$ cat src/rtl/i2c_target_mem.sv
// I2C target with a pointer-addressed byte memory that auto-increments; it decodes START, STOP and the bus address.
// Bus events act 3 clk_i cycles after a pin change; the target never stretches SCL.
`timescale 1ns/1ps
module i2c_target_mem #(
   parameter logic [6:0] SLAVE_ADDR = 7'h22,
   parameter int         MEM_DEPTH  = 16
) (
   input  logic                         clk_i,
   input  logic                         rst_i,
   input  logic                         scl_i,
   input  logic                         sda_i,
   output logic                         sda_oe_o,
   output logic                         busy_o,
   output logic                         sel_o,
   output logic                         wr_stb_o,
   output logic [$clog2(MEM_DEPTH)-1:0] wr_addr_o,
   output logic [7:0]                   wr_data_o
);
   localparam int AW = $clog2(MEM_DEPTH);

   typedef enum logic [3:0] {
      S_IDLE, S_ADDR, S_ADDR_ACK, S_PTR, S_PTR_ACK,
      S_WDATA, S_WDATA_ACK, S_RDATA, S_RACK, S_IGNORE
   } state_t;

   state_t          state_q, state_d;
   logic [2:0]      scl_q, scl_d, sda_q, sda_d;
   logic [7:0]      shift_q, shift_d;
   logic [3:0]      cnt_q, cnt_d;
   logic [AW-1:0]   ptr_q, ptr_d;
   logic            sda_oe_q, sda_oe_d, busy_q, busy_d, sel_q, sel_d, wr_stb_q, wr_stb_d;
   logic [AW-1:0]   wr_addr_q, wr_addr_d;
   logic [7:0]      wr_data_q, wr_data_d;
   logic [7:0]      mem_q [MEM_DEPTH];
   logic [7:0]      mem_d [MEM_DEPTH];

   logic scl_rise, scl_fall, start_det, stop_det, sda_bit, last_bit, ack_done;
   logic [7:0] shift_in;

   // Bits [1:0] synchronize the pins; bit 2 holds the previous synchronized sample.
   assign scl_d     = {scl_q[1:0], scl_i};
   assign sda_d     = {sda_q[1:0], sda_i};
   assign scl_rise  =  scl_q[1] & ~scl_q[2];
   assign scl_fall  = ~scl_q[1] &  scl_q[2];
   assign start_det =  scl_q[1] &  scl_q[2] &  sda_q[2] & ~sda_q[1];
   assign stop_det  =  scl_q[1] &  scl_q[2] & ~sda_q[2] &  sda_q[1];
   assign sda_bit   = sda_q[1];
   assign shift_in  = {shift_q[6:0], sda_bit};
   assign last_bit  = (cnt_q == 4'd7);
   // An ACK slot drives on its first falling edge and finishes on the next one.
   assign ack_done  = scl_fall & sda_oe_q;

   always_ff @(posedge clk_i or posedge rst_i) begin
      if (rst_i) state_q <= S_IDLE;
      else       state_q <= state_d;
   end

   always_comb begin
      state_d = state_q;
      if (stop_det)       state_d = S_IDLE;
      else if (start_det) state_d = S_ADDR;
      else begin
         case (state_q)
            S_ADDR:      if (scl_rise && last_bit)
                            state_d = (shift_in[7:1] == SLAVE_ADDR) ? S_ADDR_ACK : S_IGNORE;
            S_ADDR_ACK:  if (ack_done) state_d = shift_q[0] ? S_RDATA : S_PTR;
            S_PTR:       if (scl_rise && last_bit) state_d = S_PTR_ACK;
            S_PTR_ACK:   if (ack_done) state_d = S_WDATA;
            S_WDATA:     if (scl_rise && last_bit) state_d = S_WDATA_ACK;
            S_WDATA_ACK: if (ack_done) state_d = S_WDATA;
            S_RDATA:     if (scl_fall && cnt_q == 4'd8) state_d = S_RACK;
            S_RACK: begin
               if (scl_rise && sda_bit) state_d = S_IGNORE;
               else if (scl_fall)       state_d = S_RDATA;
            end
            default: ;
         endcase
      end
   end

   always_comb begin
      shift_d   = shift_q;
      cnt_d     = cnt_q;
      ptr_d     = ptr_q;
      sda_oe_d  = sda_oe_q;
      busy_d    = busy_q;
      sel_d     = sel_q;
      wr_stb_d  = 1'b0;
      wr_addr_d = wr_addr_q;
      wr_data_d = wr_data_q;
      mem_d     = mem_q;
      if (stop_det) begin
         busy_d   = 1'b0;
         sel_d    = 1'b0;
         sda_oe_d = 1'b0;
      end else if (start_det) begin
         busy_d   = 1'b1;
         sel_d    = 1'b0;
         sda_oe_d = 1'b0;
         cnt_d    = '0;
      end else begin
         case (state_q)
            S_ADDR, S_PTR, S_WDATA: if (scl_rise) begin
               shift_d = shift_in;
               cnt_d   = cnt_q + 4'd1;
               if (last_bit) begin
                  cnt_d = '0;
                  if (state_q == S_ADDR) sel_d = (shift_in[7:1] == SLAVE_ADDR);
                  if (state_q == S_PTR)  ptr_d = shift_in[AW-1:0];
                  if (state_q == S_WDATA) begin
                     mem_d[ptr_q] = shift_in;
                     wr_stb_d     = 1'b1;
                     wr_addr_d    = ptr_q;
                     wr_data_d    = shift_in;
                     ptr_d        = ptr_q + 1'b1;
                  end
               end
            end
            S_ADDR_ACK, S_PTR_ACK, S_WDATA_ACK: if (scl_fall) begin
               if (!sda_oe_q) sda_oe_d = 1'b1;
               else begin
                  cnt_d    = '0;
                  sda_oe_d = 1'b0;
                  if (state_q == S_ADDR_ACK && shift_q[0]) begin
                     shift_d  = mem_q[ptr_q];
                     ptr_d    = ptr_q + 1'b1;
                     sda_oe_d = ~mem_q[ptr_q][7];
                  end
               end
            end
            S_RDATA: begin
               if (scl_rise) cnt_d = cnt_q + 4'd1;
               else if (scl_fall) begin
                  if (cnt_q == 4'd8) sda_oe_d = 1'b0;
                  else begin
                     shift_d  = {shift_q[6:0], 1'b0};
                     sda_oe_d = ~shift_q[6];
                  end
               end
            end
            S_RACK: begin
               if (scl_rise && !sda_bit) begin
                  shift_d = mem_q[ptr_q];
                  ptr_d   = ptr_q + 1'b1;
                  cnt_d   = '0;
               end else if (scl_fall) begin
                  sda_oe_d = ~shift_q[7];
               end
            end
            default: ;
         endcase
      end
   end

   always_ff @(posedge clk_i or posedge rst_i) begin
      if (rst_i) begin
         scl_q     <= 3'b111;
         sda_q     <= 3'b111;
         shift_q   <= '0;
         cnt_q     <= '0;
         ptr_q     <= '0;
         sda_oe_q  <= 1'b0;
         busy_q    <= 1'b0;
         sel_q     <= 1'b0;
         wr_stb_q  <= 1'b0;
         wr_addr_q <= '0;
         wr_data_q <= '0;
         for (int i = 0; i < MEM_DEPTH; i++) mem_q[i] <= '0;
      end else begin
         scl_q     <= scl_d;
         sda_q     <= sda_d;
         shift_q   <= shift_d;
         cnt_q     <= cnt_d;
         ptr_q     <= ptr_d;
         sda_oe_q  <= sda_oe_d;
         busy_q    <= busy_d;
         sel_q     <= sel_d;
         wr_stb_q  <= wr_stb_d;
         wr_addr_q <= wr_addr_d;
         wr_data_q <= wr_data_d;
         mem_q     <= mem_d;
      end
   end

   assign sda_oe_o  = sda_oe_q;
   assign busy_o    = busy_q;
   assign sel_o     = sel_q;
   assign wr_stb_o  = wr_stb_q;
   assign wr_addr_o = wr_addr_q;
   assign wr_data_o = wr_data_q;
endmodule

$ cat config.mk
export PLATFORM = sky130hd
export DESIGN_NAME = i2c_target_mem
export DESIGN_NICKNAME = d
export VERILOG_FILES = /design/src/rtl/i2c_target_mem.sv
export SDC_FILE = /design/constraint.sdc
export NUM_CORES = 1
export LEC_CHECK = 0
export ABC_AREA = 0
export CAP_MARGIN = 20
export CORE_UTILIZATION = 45
export CTS_CLUSTER_SIZE = 40
export DETAILED_ROUTE_END_ITERATION = 16
export GPL_ROUTABILITY_DRIVEN = 0
export SYNTH_ARGS = -nofsm -noshare
export SYNTH_HDL_FRONTEND = slang
export SYNTH_SLANG_ARGS = --single-unit
export TNS_END_PERCENT = 50
$ cat constraint.sdc
create_clock -name clk_i -period 5 [get_ports clk_i]
set_clock_uncertainty 0.1 [all_clocks]
set_input_delay 0.75 -clock clk_i [delete_from_list [all_inputs] [get_ports clk_i]]
set_output_delay 0.75 -clock clk_i [all_outputs]
set_load 0.005 [all_outputs]
==> impl_summary.txt <==
----------------------------------------------------
[Detailed routing]
  TritonRoute pass-1 iters ... 13
  Final routed wirelength across all metal layers ... 19620 um
  Routed wire length per instance ... approximately 23 um
  Drt initial violations ... around 360
  # DRC ... 8
  Via count of the routed design ... around 5300
  Count of antenna-violating nets left after detailed routing ... 0
  Post-detailed-route via-to-cell ratio ... 6.156

[Run status]
  Violated checks ... design-rule violations
  Run status ... complete, but fails checks

[Worst setup path]
  Start-to-end type of the worst setup path ... register to register
  Slowest cell on crit path ... sky130_fd_sc_hd__dfrtp_2
  Arrival time worst endpoint ... 3.08 ns
  Crit Path Max Fanout ... 26
  Nature of the critical path endpoint ... register
  Peak per-stage delay on the critical path ... 0.86 ns
  Category of the worst setup path launch point ... register
  Data required time of the critical path ... 5.21 ns
  Critical path cell sequence ... buf_4 -> mux4_2 -> a22o_1 -> a221o_1 -> mux2_4

[Timing]
  Smallest setup slack after layout ... ~2.1 ns
  Highest achievable clock rate ... 0.3488 GHz
  Time the final worst path needs with I/O delays and setup ... 2.867 ns
  Slew margin rel. ... 31.52%
  Final worst path period share ... between 50 and 60%
  Total count of max-transition violations in the final report ... 0
  Final hold viol count ... 0
  Unrepaired setup endpoints after global routing ... false
  Measured slew at the worst slew-check pin ... 1.027 ns
  Number of setup violations in the final report ... 0
  Final sum of negative setup slack ... 0 ns

[Synth]
  Commonest register cell after synthesis ... sky130_fd_sc_hd__dfrtp_1
  Number of storage elements in the synthesis netlist ... 170
  Synthesized instance count ... 633
  Share of async-settable or async-resettable flops after synthesis ... between 90% and 100%
  Unique cell type count in the Yosys netlist ... around 70
  Biggest area contributors in the synthesized netlist ... sky130_fd_sc_hd__dfrtp_1, sky130_fd_sc_hd__mux2_2, sky130_fd_sc_hd__mux4_2
  Share of the synthesized area in the top cell type ... between 40% and 50%
  Synth area leader ... sky130_fd_sc_hd__dfrtp_1
  Part of the Yosys area used for sequential elements ... 50.59%
  Count of flip-flops with a built-in enable after synthesis ... 0
  Area of the mapped netlist ... 8424 sq um
  Synthesized netlist net count ... roughly 640
  Synthesis warning total ... 0
  Syn Area/Cell ... 13.31 sq um

[Final layout]
  Fraction of final layout cells sized beyond drive strength 1 ... 36.79%
  Footprint of the multi-input gates ... 3842 sq um
  Synth-to-layout area growth ... 10.11%
  Antenna Cells ... 0
  Post-layout instance area ... 9276 sq um
  Net count, final ... between 600 and 700
  Layout filler cell count ... 1531
  Register area ... 4263 sq um

[Floorplan]
  Initial Util ... 46.42%
  Boundary pin count ... 20
  Area enclosed by the die boundary ... 19270 sq um
  Row count ... 49
  Die Y ... 138.8 um
  Core footprint ... about 18000 sq um
  Floorplan die width ... 138.8 um

[Clock tree]
  CTS tree ... yes
  Number of instances resized during post-cts repair ... 0
  Num CTS Buffers ... 17
  CTS root buf ... sky130_fd_sc_hd__clkbuf_16
  H-Tree Depth ... 4
  Number of buffers on the longest clock path ... 2
  Hold bufs inserted after CTS ... 0
  Post-CTS setup-driven buffer insertion count ... 0
  Insertion delay to the later sink of the worst-skew pair ... 0.43 ns
  CTS sink count ... 170
  Clock Pin Slew Worst Setup and Hold Paths ... approximately 0.060 ns

[Pwr]
  Leakage component of the power ... 4.181 nW
  Power per unit of standard cell area ... approximately 400 nW/um^2
  Final Power ... 0.003763 W
  Worst supply voltage drop on vdd ... 0.2402 mV

[Placement]
  Detail Placement HPWL ... 12440 um
  Buffers added on ports ... 19
  Post-Place Cell Area ... 8681 sq um
  Worst-case setup slack after placement ... approximately 2.1 ns

[GRT]
  Global routing usage summed across all routing layers ... 21.82%
  Total congestion overflow ... 0
  Via count of the first global-routing pass ... approximately 5500
  Number of antenna violations at the first check in global routing ... 0
  First-pass GRT wire length ... 32070 um
  Maximum number of pins on one net before global-route repair ... ~110

[Hold path]
  Worst hold path type ... register to register

[Job]
  Number of violations of the max-capacitance limit ... 0

----------------------------------------------------
==> cell usage after synthesis, types with 4 or more instances <==
cell                       number
sky130_fd_sc_hd__dfrtp_1      164
sky130_fd_sc_hd__mux2_2       141
sky130_fd_sc_hd__mux4_2        32
sky130_fd_sc_hd__nand2_1       24
sky130_fd_sc_hd__a21oi_1       22
sky130_fd_sc_hd__buf_2         22
sky130_fd_sc_hd__clkbuf_1      21
sky130_fd_sc_hd__nor2_1        21
sky130_fd_sc_hd__and3_1        14
sky130_fd_sc_hd__o21ai_0       14
sky130_fd_sc_hd__nand2b_1      10
sky130_fd_sc_hd__inv_1          8
sky130_fd_sc_hd__a31oi_1        7
sky130_fd_sc_hd__buf_4          7
sky130_fd_sc_hd__nand3_1        7
sky130_fd_sc_hd__a211oi_1       6
sky130_fd_sc_hd__dfstp_2        6
sky130_fd_sc_hd__ha_1           6
sky130_fd_sc_hd__nand3b_1       6
sky130_fd_sc_hd__nor3_1         6
sky130_fd_sc_hd__nor4_1         6
sky130_fd_sc_hd__a22o_1         5
sky130_fd_sc_hd__mux2i_1        5
sky130_fd_sc_hd__nor3b_1        5
sky130_fd_sc_hd__o211ai_1       5
sky130_fd_sc_hd__buf_6          4
==> area by class of cell <==
class / count / share of cell area (%)
clock inverter: 10 / 1.524
multi-input combinational: 400 / 41.42
tap: 229 / 3.089
timing repair buffer: 26 / 2.752
inverter: 8 / 0.3642
clock buffer: 22 / 4.896
sequential: 170 / 45.95
==> path summary, 6_finish.rpt <==
check / start / endpoint / slack (ns) / depth (start not counted)
setup / recovery: ptr_q[0]$_DFFE_PP0P_ / shift_q[2]$_DFFE_PP0P_ / 2.13 / 5
hold / removal: sda_q[0]$_DFF_PP1_ / sda_q[1]$_DFF_PP1_ / 0.26 / 0
setup reg to reg: ptr_q[0]$_DFFE_PP0P_ / shift_q[2]$_DFFE_PP0P_ / 2.13 / 5
hold reg to reg: sda_q[0]$_DFF_PP1_ / sda_q[1]$_DFF_PP1_ / 0.26 / 0
max in group asynchronous: rst_i / mem_q[57]$_DFFE_PP0P_ / 3.18 / 3
min in group asynchronous: rst_i / busy_o$_DFFE_PP0N_ / 0.65 / 2
==> placed cells by master, fill, tap and decap left out, drive strengths merged, types with 8 or more instances in the layout <==
| cell type | Yosys | routed |
|---|---|---|
| dfrtp | 164 | 164 |
| mux2 | 145 | 145 |
| mux4 | 32 | 32 |
| nand2 | 25 | 25 |
| a21oi | 23 | 23 |
| nor2 | 22 | 22 |
| clkbuf | 21 | 22 |
| clkdlybuf4s50 | 0 | 19 |
| o21ai | 16 | 16 |
| and3 | 14 | 14 |
| nand2b | 10 | 10 |
| nor3 | 10 | 10 |
| inv | 8 | 8 |
==> per-stage QoR <==
stage	hold slack [ns]	instances	util [%]
after floorplan	0.2452	633	-
after global placement	0.2455	833	47.84
after detailed placement	0.2482	833	47.84
after CTS	0.2576	865	51.12
after global routing	0.2640	865	51.12
final	0.2583	865	51.12
==> routing by layer <==
metal | GRT usage [%] | wire length, um | share of wire, % | vias up
li1 | - | - | - | 2333
met1 | 31.38 | 9035 | 46 | 2800
met2 | 32.99 | 9153 | 47 | 160
met3 | 4.144 | 1034 | 5.3 | 32
met4 | 7.953 | 399 | 2.0 | 0
met5 | 0 | 0 | 0 | -
==> power breakdown <==
group / switching [W] / total, W / internal (W)
sequential: 0.000342 / 0.00178 / 0.00144
clock: 0.000547 / 0.00135 / 0.000801
combinational: 0.000357 / 0.000635 / 0.000278
==> cells by family after synthesis <==
kind of cell               Yosys count  share of synthesized area [%]
DFF                                170                          50.59
and+or+nand+nor                    124                          8.986
buffers and inverters               63                          3.802
adders and majority gates            6                         0.8911
AOI/OAI and AO/OA                   87                          7.010
muxes                              182                          28.62
xor gates and xnor gates             1                         0.1040
==> critical path: cells and delay by family, from the launching register on <==
family	cells	cell delay [ns]
multiplexers	2	0.82
buffers and inverters	1	0.43
flip-flops	1	0.86
AO/OA/AOI/OAI	2	0.51
==> state kept, by name, summed over array words and instances, names as in the netlist <==
register,cells
wr_data_o,8
ptr_q,4
sda_oe_o,1
scl_q,3
shift_q,8
state_q,4
sel_o,1
sda_q,3
cnt_q,4
busy_o,1
wr_stb_o,1
wr_addr_o,4
mem_q,128
(Power assumes the default switching activity.)
